## config.mk

```make
export PLATFORM = sky130hd
export DESIGN_NAME = alu_seq_unit_flat
export DESIGN_NICKNAME = d
export VERILOG_FILES = /design/src/rtl/alu_pkg.sv /design/src/rtl/alu_seq_unit_if.sv /design/src/rtl/alu_iter_muldiv.sv /design/src/rtl/alu_seq_unit.sv /design/src/flat_wrapper.sv
export SDC_FILE = /design/constraint.sdc
export NUM_CORES = 1
export LEC_CHECK = 0
export CAP_MARGIN = 10
export CORE_ASPECT_RATIO = 0.7
export CORE_MARGIN = 10
export CORE_UTILIZATION = 35
export DETAILED_ROUTE_END_ITERATION = 10
export PLACE_DENSITY = 0.54
export SYNTH_ARGS = -nofsm -noshare
export SYNTH_HDL_FRONTEND = slang
export SYNTH_HIERARCHICAL = 1
export SYNTH_SLANG_ARGS = --single-unit
```

## constraint.sdc

```tcl
create_clock -name clk -period 5.7 [get_ports clk]
set_input_delay 1.14 -clock clk [delete_from_list [all_inputs] [get_ports clk]]
set_output_delay 1.14 -clock clk [all_outputs]
set_load 0.005 [all_outputs]
```

## src/rtl/alu_pkg.sv

```systemverilog
// Shared definitions for the sequential ALU block.
// Holds the R-type funct constants, the 4-bit internal control codes,
// the control FSM state type and the funct decoder.
package alu_pkg;

    localparam logic [5:0] FunctAdd  = 6'b100000;
    localparam logic [5:0] FunctSub  = 6'b100010;
    localparam logic [5:0] FunctMult = 6'b011000;
    localparam logic [5:0] FunctDiv  = 6'b011010;
    localparam logic [5:0] FunctSll  = 6'b000000;
    localparam logic [5:0] FunctSrl  = 6'b000010;
    localparam logic [5:0] FunctAnd  = 6'b100100;
    localparam logic [5:0] FunctOr   = 6'b100101;
    localparam logic [5:0] FunctXor  = 6'b100110;
    localparam logic [5:0] FunctNor  = 6'b100111;

    typedef enum logic [3:0] {
        CtrlAdd  = 4'b0000,
        CtrlSub  = 4'b0001,
        CtrlMult = 4'b0010,
        CtrlDiv  = 4'b0011,
        CtrlSll  = 4'b0100,
        CtrlSrl  = 4'b0101,
        CtrlAnd  = 4'b1000,
        CtrlOr   = 4'b1001,
        CtrlXor  = 4'b1010,
        CtrlNor  = 4'b1011
    } alu_ctrl_e;

    typedef enum logic [1:0] {
        StIdle,
        StMul,
        StDiv,
        StDone
    } alu_state_e;

    typedef struct packed {
        alu_ctrl_e ctrl;
        logic      legal;
    } alu_dec_t;

    // Unsupported codes report legal=0; ctrl is then a harmless defined value.
    function automatic alu_dec_t funct_to_ctrl(input logic [5:0] funct);
        alu_dec_t dec;
        dec.ctrl  = CtrlAdd;
        dec.legal = 1'b1;
        case (funct)
            FunctAdd:  dec.ctrl = CtrlAdd;
            FunctSub:  dec.ctrl = CtrlSub;
            FunctMult: dec.ctrl = CtrlMult;
            FunctDiv:  dec.ctrl = CtrlDiv;
            FunctSll:  dec.ctrl = CtrlSll;
            FunctSrl:  dec.ctrl = CtrlSrl;
            FunctAnd:  dec.ctrl = CtrlAnd;
            FunctOr:   dec.ctrl = CtrlOr;
            FunctXor:  dec.ctrl = CtrlXor;
            FunctNor:  dec.ctrl = CtrlNor;
            default:   dec.legal = 1'b0;
        endcase
        return dec;
    endfunction

endpackage

```

## src/rtl/alu_seq_unit_if.sv

```systemverilog
// Issue/result bundle of the sequential ALU.
//   master (issuer): drives start, funct, op_a, op_b, shamt;
//                    observes busy, done, result, hi, lo, illegal.
//   slave  (ALU):    the reverse.
interface alu_seq_unit_if #(
    parameter int unsigned WIDTH   = 32,
    parameter int unsigned SHAMT_W = $clog2(WIDTH)
) ();

    logic               start;
    logic [5:0]         funct;
    logic [WIDTH-1:0]   op_a;
    logic [WIDTH-1:0]   op_b;
    logic [SHAMT_W-1:0] shamt;
    logic               busy;
    logic               done;
    logic [WIDTH-1:0]   result;
    logic [WIDTH-1:0]   hi;
    logic [WIDTH-1:0]   lo;
    logic               illegal;

    modport master (
        output start, funct, op_a, op_b, shamt,
        input  busy, done, result, hi, lo, illegal
    );

    modport slave (
        input  start, funct, op_a, op_b, shamt,
        output busy, done, result, hi, lo, illegal
    );

endinterface

```

## src/rtl/alu_iter_muldiv.sv

```systemverilog
// Iterative unsigned multiply (shift-add) / restoring divide, one bit per cycle.
//   clk, reset : clock, async active-high reset
//   i_go       : load operands and perform the first iteration
//   i_is_div   : 1 = divide, 0 = multiply (captured with i_go)
//   i_a, i_b   : multiplier/multiplicand or dividend/divisor
//   o_fin      : one-cycle pulse once all WIDTH iterations are done
//   o_hi, o_lo : product {hi,lo} or remainder/quotient
module alu_iter_muldiv #(
    parameter int unsigned WIDTH = 32
) (
    input  logic             clk,
    input  logic             reset,
    input  logic             i_go,
    input  logic             i_is_div,
    input  logic [WIDTH-1:0] i_a,
    input  logic [WIDTH-1:0] i_b,
    output logic             o_fin,
    output logic [WIDTH-1:0] o_hi,
    output logic [WIDTH-1:0] o_lo
);

    localparam int unsigned CntW = $clog2(WIDTH);

    logic [CntW-1:0]  r_cnt;
    logic             r_run;
    logic             r_fin;
    logic             r_is_div;
    logic [WIDTH-1:0] r_hi;
    logic [WIDTH-1:0] r_lo;
    logic [WIDTH-1:0] r_b;

    logic [WIDTH-1:0] w_hi_cur;
    logic [WIDTH-1:0] w_lo_cur;
    logic [WIDTH-1:0] w_b_cur;
    logic             w_div_cur;
    logic [WIDTH:0]   w_sum;
    logic [WIDTH:0]   w_shl;
    logic [WIDTH-1:0] w_diff;
    logic             w_ge;
    logic [WIDTH-1:0] w_hi_nxt;
    logic [WIDTH-1:0] w_lo_nxt;

    // On i_go the step works on fresh operands (hi=0, lo=a), so the first
    // iteration overlaps the load cycle.
    always_comb begin
        w_hi_cur  = i_go ? '0 : r_hi;
        w_lo_cur  = i_go ? i_a : r_lo;
        w_b_cur   = i_go ? i_b : r_b;
        w_div_cur = i_go ? i_is_div : r_is_div;

        w_sum = {1'b0, w_hi_cur} + (w_lo_cur[0] ? {1'b0, w_b_cur} : '0);

        w_shl  = {w_hi_cur, w_lo_cur[WIDTH-1]};
        w_ge   = (w_shl >= {1'b0, w_b_cur});
        // When w_ge holds the difference is below the divisor, so WIDTH bits suffice.
        w_diff = w_shl[WIDTH-1:0] - w_b_cur;

        if (w_div_cur) begin
            w_hi_nxt = w_ge ? w_diff : w_shl[WIDTH-1:0];
            w_lo_nxt = {w_lo_cur[WIDTH-2:0], w_ge};
        end else begin
            w_hi_nxt = w_sum[WIDTH:1];
            w_lo_nxt = {w_sum[0], w_lo_cur[WIDTH-1:1]};
        end
    end

    always_ff @(posedge clk or posedge reset) begin
        if (reset) begin
            r_cnt    <= '0;
            r_run    <= 1'b0;
            r_fin    <= 1'b0;
            r_is_div <= 1'b0;
            r_hi     <= '0;
            r_lo     <= '0;
            r_b      <= '0;
        end else begin
            r_fin <= 1'b0;
            if (i_go) begin
                r_hi     <= w_hi_nxt;
                r_lo     <= w_lo_nxt;
                r_b      <= i_b;
                r_is_div <= i_is_div;
                r_cnt    <= CntW'(1);
                r_run    <= 1'b1;
            end else if (r_run) begin
                r_hi  <= w_hi_nxt;
                r_lo  <= w_lo_nxt;
                r_cnt <= r_cnt + CntW'(1);
                if (r_cnt == CntW'(WIDTH - 1)) begin
                    r_run <= 1'b0;
                    r_fin <= 1'b1;
                end
            end
        end
    end

    assign o_fin = r_fin;
    assign o_hi  = r_hi;
    assign o_lo  = r_lo;

endmodule

```

## src/rtl/alu_seq_unit.sv

```systemverilog
// Execute-stage ALU: decodes an R-type funct and runs it, single-cycle for
// logic/shift/add ops, iterative for MULT/DIV. Stalls the pipe via busy.
//   clk, reset : clock, async active-high reset
//   bus        : issue/result bundle (start, funct, op_a, op_b, shamt ->
//                busy, done, result, hi, lo, illegal)
// WIDTH must be a power of two and at least 8.
module alu_seq_unit
    import alu_pkg::*;
#(
    parameter int unsigned WIDTH   = 32,
    parameter int unsigned SHAMT_W = $clog2(WIDTH)
) (
    input  logic         clk,
    input  logic         reset,
    alu_seq_unit_if.slave bus
);

    alu_state_e       r_state;
    alu_state_e       w_state_d;
    logic [WIDTH-1:0] r_result;
    logic [WIDTH-1:0] r_hi;
    logic [WIDTH-1:0] r_lo;
    logic             r_illegal;

    alu_dec_t           w_dec;
    logic [SHAMT_W-1:0] w_shamt;
    logic [WIDTH-1:0]   w_sc_result;
    logic               w_is_md;
    logic               w_is_div;
    logic               w_go;
    logic               w_load_sc;
    logic               w_load_dz;
    logic               w_load_md;
    logic               w_md_fin;
    logic [WIDTH-1:0]   w_md_hi;
    logic [WIDTH-1:0]   w_md_lo;

    assign w_dec    = funct_to_ctrl(bus.funct);
    assign w_shamt  = bus.shamt;
    assign w_is_div = w_dec.legal && (w_dec.ctrl == CtrlDiv);
    assign w_is_md  = w_dec.legal && ((w_dec.ctrl == CtrlMult) || (w_dec.ctrl == CtrlDiv));

    // Single-cycle datapath; illegal codes yield zero.
    always_comb begin
        w_sc_result = '0;
        if (w_dec.legal) begin
            case (w_dec.ctrl)
                CtrlAdd: w_sc_result = bus.op_a + bus.op_b;
                CtrlSub: w_sc_result = bus.op_a - bus.op_b;
                CtrlSll: w_sc_result = bus.op_b << w_shamt;
                CtrlSrl: w_sc_result = bus.op_b >> w_shamt;
                CtrlAnd: w_sc_result = bus.op_a & bus.op_b;
                CtrlOr:  w_sc_result = bus.op_a | bus.op_b;
                CtrlXor: w_sc_result = bus.op_a ^ bus.op_b;
                CtrlNor: w_sc_result = ~(bus.op_a | bus.op_b);
                default: w_sc_result = '0;
            endcase
        end
    end

    always_comb begin
        w_state_d = r_state;
        w_go      = 1'b0;
        w_load_sc = 1'b0;
        w_load_dz = 1'b0;
        w_load_md = 1'b0;
        case (r_state)
            StIdle: begin
                if (bus.start) begin
                    if (!w_is_md) begin
                        w_load_sc = 1'b1;
                        w_state_d = StDone;
                    end else if (w_is_div && (bus.op_b == '0)) begin
                        // Divide by zero resolves immediately, no iterations.
                        w_load_dz = 1'b1;
                        w_state_d = StDone;
                    end else begin
                        w_go      = 1'b1;
                        w_state_d = w_is_div ? StDiv : StMul;
                    end
                end
            end
            StMul, StDiv: begin
                if (w_md_fin) begin
                    w_load_md = 1'b1;
                    w_state_d = StDone;
                end
            end
            StDone:  w_state_d = StIdle;
            default: w_state_d = StIdle;
        endcase
    end

    always_ff @(posedge clk or posedge reset) begin
        if (reset) begin
            r_state   <= StIdle;
            r_result  <= '0;
            r_hi      <= '0;
            r_lo      <= '0;
            r_illegal <= 1'b0;
        end else begin
            r_state <= w_state_d;
            if (w_load_sc) begin
                r_result  <= w_sc_result;
                r_illegal <= ~w_dec.legal;
            end
            if (w_load_dz) begin
                r_result  <= '1;
                r_lo      <= '1;
                r_hi      <= bus.op_a;
                r_illegal <= 1'b0;
            end
            if (w_load_md) begin
                r_result  <= w_md_lo;
                r_hi      <= w_md_hi;
                r_lo      <= w_md_lo;
                r_illegal <= 1'b0;
            end
        end
    end

    alu_iter_muldiv #(
        .WIDTH (WIDTH)
    ) u_muldiv (
        .clk      (clk),
        .reset    (reset),
        .i_go     (w_go),
        .i_is_div (w_is_div),
        .i_a      (bus.op_a),
        .i_b      (bus.op_b),
        .o_fin    (w_md_fin),
        .o_hi     (w_md_hi),
        .o_lo     (w_md_lo)
    );

    assign bus.busy    = (r_state != StIdle);
    assign bus.done    = (r_state == StDone);
    assign bus.result  = r_result;
    assign bus.hi      = r_hi;
    assign bus.lo      = r_lo;
    assign bus.illegal = r_illegal;

endmodule

```

## src/flat_wrapper.sv

```systemverilog
// flat-port wrapper written by rule: the top's interface ports become plain ports
module alu_seq_unit_flat import alu_pkg::*;
#(
    parameter int unsigned WIDTH   = 32,
    parameter int unsigned SHAMT_W = $clog2(WIDTH)
)
  (clk, reset, bus_start, bus_funct, bus_op_a, bus_op_b, bus_shamt, bus_busy, bus_done, bus_result, bus_hi, bus_lo, bus_illegal);
  alu_seq_unit_if #(.WIDTH(WIDTH), .SHAMT_W(SHAMT_W)) bus_i ();
  input  logic clk;
  input  logic reset;
  input wire logic [$bits(bus_i.start)-1:0] bus_start;
  input wire logic [$bits(bus_i.funct)-1:0] bus_funct;
  input wire logic [$bits(bus_i.op_a)-1:0] bus_op_a;
  input wire logic [$bits(bus_i.op_b)-1:0] bus_op_b;
  input wire logic [$bits(bus_i.shamt)-1:0] bus_shamt;
  output wire logic [$bits(bus_i.busy)-1:0] bus_busy;
  output wire logic [$bits(bus_i.done)-1:0] bus_done;
  output wire logic [$bits(bus_i.result)-1:0] bus_result;
  output wire logic [$bits(bus_i.hi)-1:0] bus_hi;
  output wire logic [$bits(bus_i.lo)-1:0] bus_lo;
  output wire logic [$bits(bus_i.illegal)-1:0] bus_illegal;
  assign bus_i.start = bus_start;
  assign bus_i.funct = bus_funct;
  assign bus_i.op_a = bus_op_a;
  assign bus_i.op_b = bus_op_b;
  assign bus_i.shamt = bus_shamt;
  assign bus_busy = bus_i.busy;
  assign bus_done = bus_i.done;
  assign bus_result = bus_i.result;
  assign bus_hi = bus_i.hi;
  assign bus_lo = bus_i.lo;
  assign bus_illegal = bus_i.illegal;
  alu_seq_unit #(.WIDTH(WIDTH), .SHAMT_W(SHAMT_W)) u_core (.clk(clk), .reset(reset), .bus(bus_i));
endmodule
```

# ---- After elaboration in Yosys (flattened, before gate mapping)
# Cells that the tools add are included.
dict set report op_classes {
  add_sub_neg 5
  magnitude_cmp 1
  eq_ne 24
  shifts 2
  n_mux 53
  bitwise 5
  reduce_logical 15
}
# cell count
set ops {}
lappend ops {{two-way mux 32 bit} 19}
lappend ops {{one-hot mux 32 bit (8 select lines)} 1}
lappend ops {{subtractor 32 bit} 2}
lappend ops {{== test 6 bit (second input constant)} 6}
lappend ops {{one-hot mux 4 bit (9 select lines)} 1}
lappend ops {{adder 32 x 32 -> 33 bit} 1}
lappend ops {{>= comparator 33 x 32 -> 1 bit} 1}
lappend ops {{adder 32 bit} 1}
lappend ops {{AND 32 bit} 1}
lappend ops {{logical NOT 32 bit} 1}
lappend ops {{inverter 32 bit} 1}
lappend ops {{OR 32 bit} 1}
lappend ops {{<< shifter 32 x 5 -> 32 bit} 1}
lappend ops {{right shift 32 x 5 -> 32 bit} 1}
lappend ops {{XOR 32 bit} 1}
lappend ops {{two-way mux 1 bit} 24}
lappend ops {{== test 4 bit (second input constant)} 4}
lappend ops {{== test 6 x 5 -> 1 bit (second input constant)} 2}
lappend ops {{two-way mux 2 bit} 5}
lappend ops {{two-way mux 5 bit} 2}
lappend ops {{OR reduction 10 bit} 1}
lappend ops {{== test 4 x 2 -> 1 bit (second input constant)} 2}
lappend ops {{== test 4 x 3 -> 1 bit (second input constant)} 2}
lappend ops {{== test 6 x 2 -> 1 bit (second input constant)} 1}
lappend ops {{other kinds (17)} 23}
dict set report word_totals {
  register_bits 203
  inputBits 78
  word_cells 117
}

# ---- Logic depth before layout (Yosys ltp)
dict set report depth {
  depth_word 15
  ltp_mapped 26
}

# ---- Cells and area by module
# The synthesis kept the hierarchy.
# module n_inst cells_each area_per_inst_um2 seq_area_each_um2
set modules_own_cells {}
lappend modules_own_cells {alu_seq_unit 1 1575 12426.9 2477.4}
lappend modules_own_cells {alu_iter_muldiv 1 1119 8924.8 2602.5}

# ---- Least setup slack after synthesis
# No wires, ideal clock.
dict set report synth_timing {
  path_type {input -> register}
  startpoint {in bus_op_b[1]}
  endpoint {reg u_core.u_muldiv.r_hi[27], in the netlist u_core/u_muldiv/o_hi[27]}
  arrival_ns 6.175
  required_time_ns 5.577
  path_slack_ns -0.598
  cell_stages 24
  n_path_buf 5
  path_cell_list {clkbuf_1 > inv_1 > ha_1 > nor3b_1 > nand4_1 > nor4_2 > nand3_1 > and3_1 > clkbuf_1 > buf_1 > buf_1 > buf_2 > mux2i_1 > nor2_1 > fa_1 > a21o_1 > a221oi_2 > nor4_1 > o31ai_2 > a21boi_1 > or4_1 > a21oi_1 > xnor2_1 > o221a_1}
}
dict set report synth_between {
  elab_chain_len 12
  word_cells_on_any_way 19
  cone_classes {add/sub (2); order compare (1); mux (13); reduce/logical (3)}
}
# element line
set synth_lines {}
lappend synth_lines {{start: declaration} flat_wrapper.sv:14} ;# input wire logic [$bits(bus_i.op_b)-1:0] bus_op_b;
lappend synth_lines {{logical NOT 32 bit (*)} alu_seq_unit.sv:73} ;# end else if (w_is_div && (bus.op_b == '0)) begin
lappend synth_lines {{logical AND 1 bit (*)} alu_seq_unit.sv:73}
lappend synth_lines {{two-way mux 1 bit (*)} alu_seq_unit.sv:73}
lappend synth_lines {{two-way mux 1 bit (*)} alu_seq_unit.sv:70} ;# if (!w_is_md) begin
lappend synth_lines {{two-way mux 1 bit (*)} alu_seq_unit.sv:69} ;# if (bus.start) begin
lappend synth_lines {{two-way mux 1 bit (*)} alu_seq_unit.sv:67} ;# case (r_state)
lappend synth_lines {{net u_core.w_go} alu_seq_unit.sv:30} ;# logic w_go;
lappend synth_lines {{two-way mux 32 bit (on tied branches)} --}
lappend synth_lines {{two-way mux 32 bit (tied with other cells)} alu_iter_muldiv.sv:51} ;# w_sum = {1'b0, w_hi_cur} + (w_lo_cur[0] ? {1'b0, w_b_cur} : '0);
lappend synth_lines {{adder 32 x 32 -> 33 bit / two-way mux 32 bit (equally long branches)} {alu_iter_muldiv.sv:51, alu_iter_muldiv.sv:59}}
lappend synth_lines {{two-way mux 32 bit} alu_iter_muldiv.sv:58} ;# if (w_div_cur) begin
lappend synth_lines {{two-way mux 32 bit} alu_iter_muldiv.sv:85} ;# end else if (r_run) begin
lappend synth_lines {{two-way mux 32 bit} alu_iter_muldiv.sv:78} ;# if (i_go) begin
lappend synth_lines {{end signal: assignment} alu_iter_muldiv.sv:79} ;# r_hi <= w_hi_nxt;
lappend synth_lines {{end signal: assignment} alu_iter_muldiv.sv:86} ;# r_hi <= w_hi_nxt;
lappend synth_lines {{end: declaration} alu_iter_muldiv.sv:28} ;# logic [WIDTH-1:0] r_hi;
# Mark *: on every way through the listed nets, which the timed path passes. The rest lies on a longest branch. The select of a mux whose other input is x is not followed.
# A chain may end at the register's enable or synchronous reset.

# ---- Worst setup path in the final report
dict set report layout_timing {
  startpoint {in bus_op_b[24]}
  endpoint {reg u_core.u_muldiv.r_hi[21], in the netlist u_core/u_muldiv/o_hi[21]}
}
# Same word-level chain as after synthesis.

==> impl_metrics.ini <==
[run_status]
outcome = completed

[final_layout]
nFillCells = 5873
nets = 3466
multi_input_area_sq_mm = 0.0153
post-route-cell-area_sq_mm = 0.0284
drive_gt1_share_pct = 22.2
regArea_sq_mm = 0.00508
area_growth_pct = 33.2

[clock_network]
cts_tree = yes
hold_buffers = 0
path_clk_slew_ps = 70
htreeDepth = 1
clk_latency_ps = 530
root_buffer = clkbuf_16
clkSinkCount = 203
cts_buffer_depth = 3
cts_buffers = 21

[sta]
min_period_over_period_pct = 97.7
hold_violations = 0
slew_viol_final = 0
finalSetupViolations = 0
final.setup_skew_ps = 12.9
final.min_clock_period_ps = 5570
worstMarginPinSlew_ps = 1240
tns_ps = 0
timing.hold.ws_ps = 490
max_slew_margin_pct = 16.2
fmax_mhz = 180
worst_slack_ps = 134

[pwr]
ir_worst_vdd_v = 0.000238
p_leak_nw = 12.7
powerDensity_mw_per_mm2 = 399

[route]
vias = 23926
totalWireLength_um = 109000
drcViolationCount = 0
routed_via_density = 5.92
routedWlPerCell_um = 27.0
first_pass_iters = 5
drt-initial-drc-count = 2941
ant_nets = 0

[placed_design]
pre_cts_slack_ps = -886
dp_hpwl_um = 86800
gp_congestion = 1.03
placement.io_buffers = 176
place_area_sq_mm = 0.0271

[worst_setup_path]
cp.required_ps = 6160
cp_slowest_stage_delay_ps = 480
cp_cell_sequence = clkdlybuf4s50_1, buf_4, nor4_4, nand2_2, nor2_1, buf_4, nand3_1, and3_4, buf_12, mux2i_4, nor2b_1, ha_2, fa_2, a21o_1, a221oi_4, buf_4, buf_4, o211ai_1, and2_4, o211ai_2, a21oi_1, or4_1, nand3_1, o22a_1
startpoint_type = primary input
cpLargestDelayFamily = simple AND/OR/NAND/NOR gates
end_kind = register
cp_num_buf_inv = 6
critPathKind = primary input to register
crit_path_max_fanout = 10
cpMaxStageDelayCell = or4_1
critPathMostFrequentCell = buf_4
cp.arrival_ps = 6030

[synth]
yosysWarnings = 6
yosys-top-cells-count = nor2_1 (327), nand2_1 (308), a21oi_1 (230), dfrtp_1 (203), ha_1 (164)
yosys.area.top_type = dfrtp_1
ys_seq_area_share_pct = 23.8
synthArstFlopShare_pct = 100
netlist.area_leader.share_pct = 23.8
synth_area_leaders = dfrtp_1 (24%), ha_1 (9.6%), mux2i_1 (7.4%), nor2_1 (5.7%), nand2_1 (5.4%)
synthFlopType = dfrtp_1
synthCells = 2694
ys_types = 101
synth_nets = 2939
ys_ff_latch = 203
syn_avg_cell_area_sq_um = 7.93
synth_edf_count = 0
syn_area_sq_mm = 0.0214
yosysMostFrequentCell = nor2_1

[floorplanning]
io_pins = 177
dieHeight_um = 227
core-area_sq_mm = 0.0602
initial_core_util_pct = 35.5
die_w_um = 315
rows = 75
dieArea_sq_mm = 0.0714

[global_routing]
overflow = 0
grt_max_degree = 78
track_usage_pct = 29.5
grt_pass1_vias = 22807
grt_pass1_wl_um = 158000
antenna_found_initial = 10

[min_path]
hold_class = register to register

[job]
cap_violations = 0
power breakdown:
| group | switching [mW] | internal [mW] | leakage (nW) | total [mW] |
|---|---|---|---|---|
| clock network | 0.652 | 0.948 | 0.379 | 1.60 |
| registers | 0.524 | 1.84 | 2.34 | 2.36 |
| logic | 3.96 | 3.43 | 10.0 | 7.39 |
| total | 5.13 | 6.22 | 12.7 | 11.4 |
final cells by class:
type / count / area share, %
clock buffer: 26 / 2.02
multi-input combinational: 2165 / 53.8
clock inverter: 11 / 0.682
timing repair buffer: 694 / 20.2
sequential: 203 / 17.9
antenna: 1 / 0.00880
inverter: 136 / 1.81
tap: 808 / 3.56
per-layer routing:
metal	wire length (um)	global-route usage [%]	part of all wire, %
met5	74	0	0.068
met4	2730	7.14	2.5
met3	14300	11.6	13
met2	41400	38.5	38
met1	50800	43.6	46
kinds of logic after synthesis:
kind of cell / after synthesis / synth area share, %
fa+ha+maj: 167 / 9.89
mux: 213 / 12.4
flops: 203 / 23.8
buf+inv: 326 / 6.33
simple gates: 894 / 18.7
xor+xnor: 129 / 5.29
compound gates: 762 / 23.6
tightest hold or removal path, stage by stage, from the launching register on:
cell and delay (ps):
dfrtp_1 320, mux2i_1 80, inv_1 60
placed cells by master, fill, tap and decap left out, types with 40 or more instances in the layout:
| cell | synthesis | routed |
|---|---|---|
| a21oi_1 | 230 | 224 |
| a31oi_1 | 58 | 58 |
| buf_4 | 15 | 506 |
| clkdlybuf4s50_1 | 0 | 154 |
| dfrtp_1 | 203 | 203 |
| ha_1 | 164 | 162 |
| inv_1 | 134 | 130 |
| mux2i_1 | 157 | 146 |
| mux4_2 | 40 | 40 |
| nand2_1 | 308 | 303 |
| nor2_1 | 327 | 322 |
| nor2b_1 | 51 | 50 |
| o21ai_0 | 111 | 111 |
| xnor2_1 | 103 | 102 |
flip-flops by register name, indices dropped and copies added (netlist names):
signal and flops:
u_core/u_muldiv/r_cnt 5, u_core/bus.lo 32, u_core/bus.hi 32, u_core/r_state 2
u_core/u_muldiv/r_is_div 1, u_core/u_muldiv/o_lo 32, u_core/bus.illegal 1, u_core/u_muldiv/o_fin 1
u_core/u_muldiv/r_run 1, u_core/u_muldiv/r_b 32, u_core/u_muldiv/o_hi 32, u_core/bus.result 32
repair_timing:
| item | 4_1_cts | 5_1_grt |
|---|---|---|
| buffers inserted | 24 | 8 |
| pin swaps | 12 | 19 |
| gates resized for setup | 27 | 57 |
| endpoints found under the setup margin | 33 | 82 |
| gates cloned | 1 | 0 |
worst paths after layout:
kind	depth (start not counted)	start	slack, ps	endpoint
max	24	bus_op_b[24]	130	u_core/u_muldiv/o_hi[21]
min	2	u_core/u_muldiv/r_b[18]	490	u_core/u_muldiv/r_b[18]
max reg2reg	23	u_core/r_state[1]	1040	u_core/u_muldiv/o_hi[21]
min reg2reg	2	u_core/u_muldiv/r_b[18]	490	u_core/u_muldiv/r_b[18]
max in group asynchronous	3	reset	3460	u_core/u_muldiv/o_lo[4]
min in group asynchronous	2	reset	1140	u_core/bus.hi[30]
through the flow:
step	instances	power (mW)	util [%]
2_1_floorplan	2694	5.87	-
3_3_place_gp	3973	9.28	45.0
3_5_place_dp	3973	9.34	45.0
4_1_cts	4035	11.1	46.8
5_1_grt	4043	12.0	47.3
6_report	4044	11.4	47.3
(Power assumes the default switching activity.)
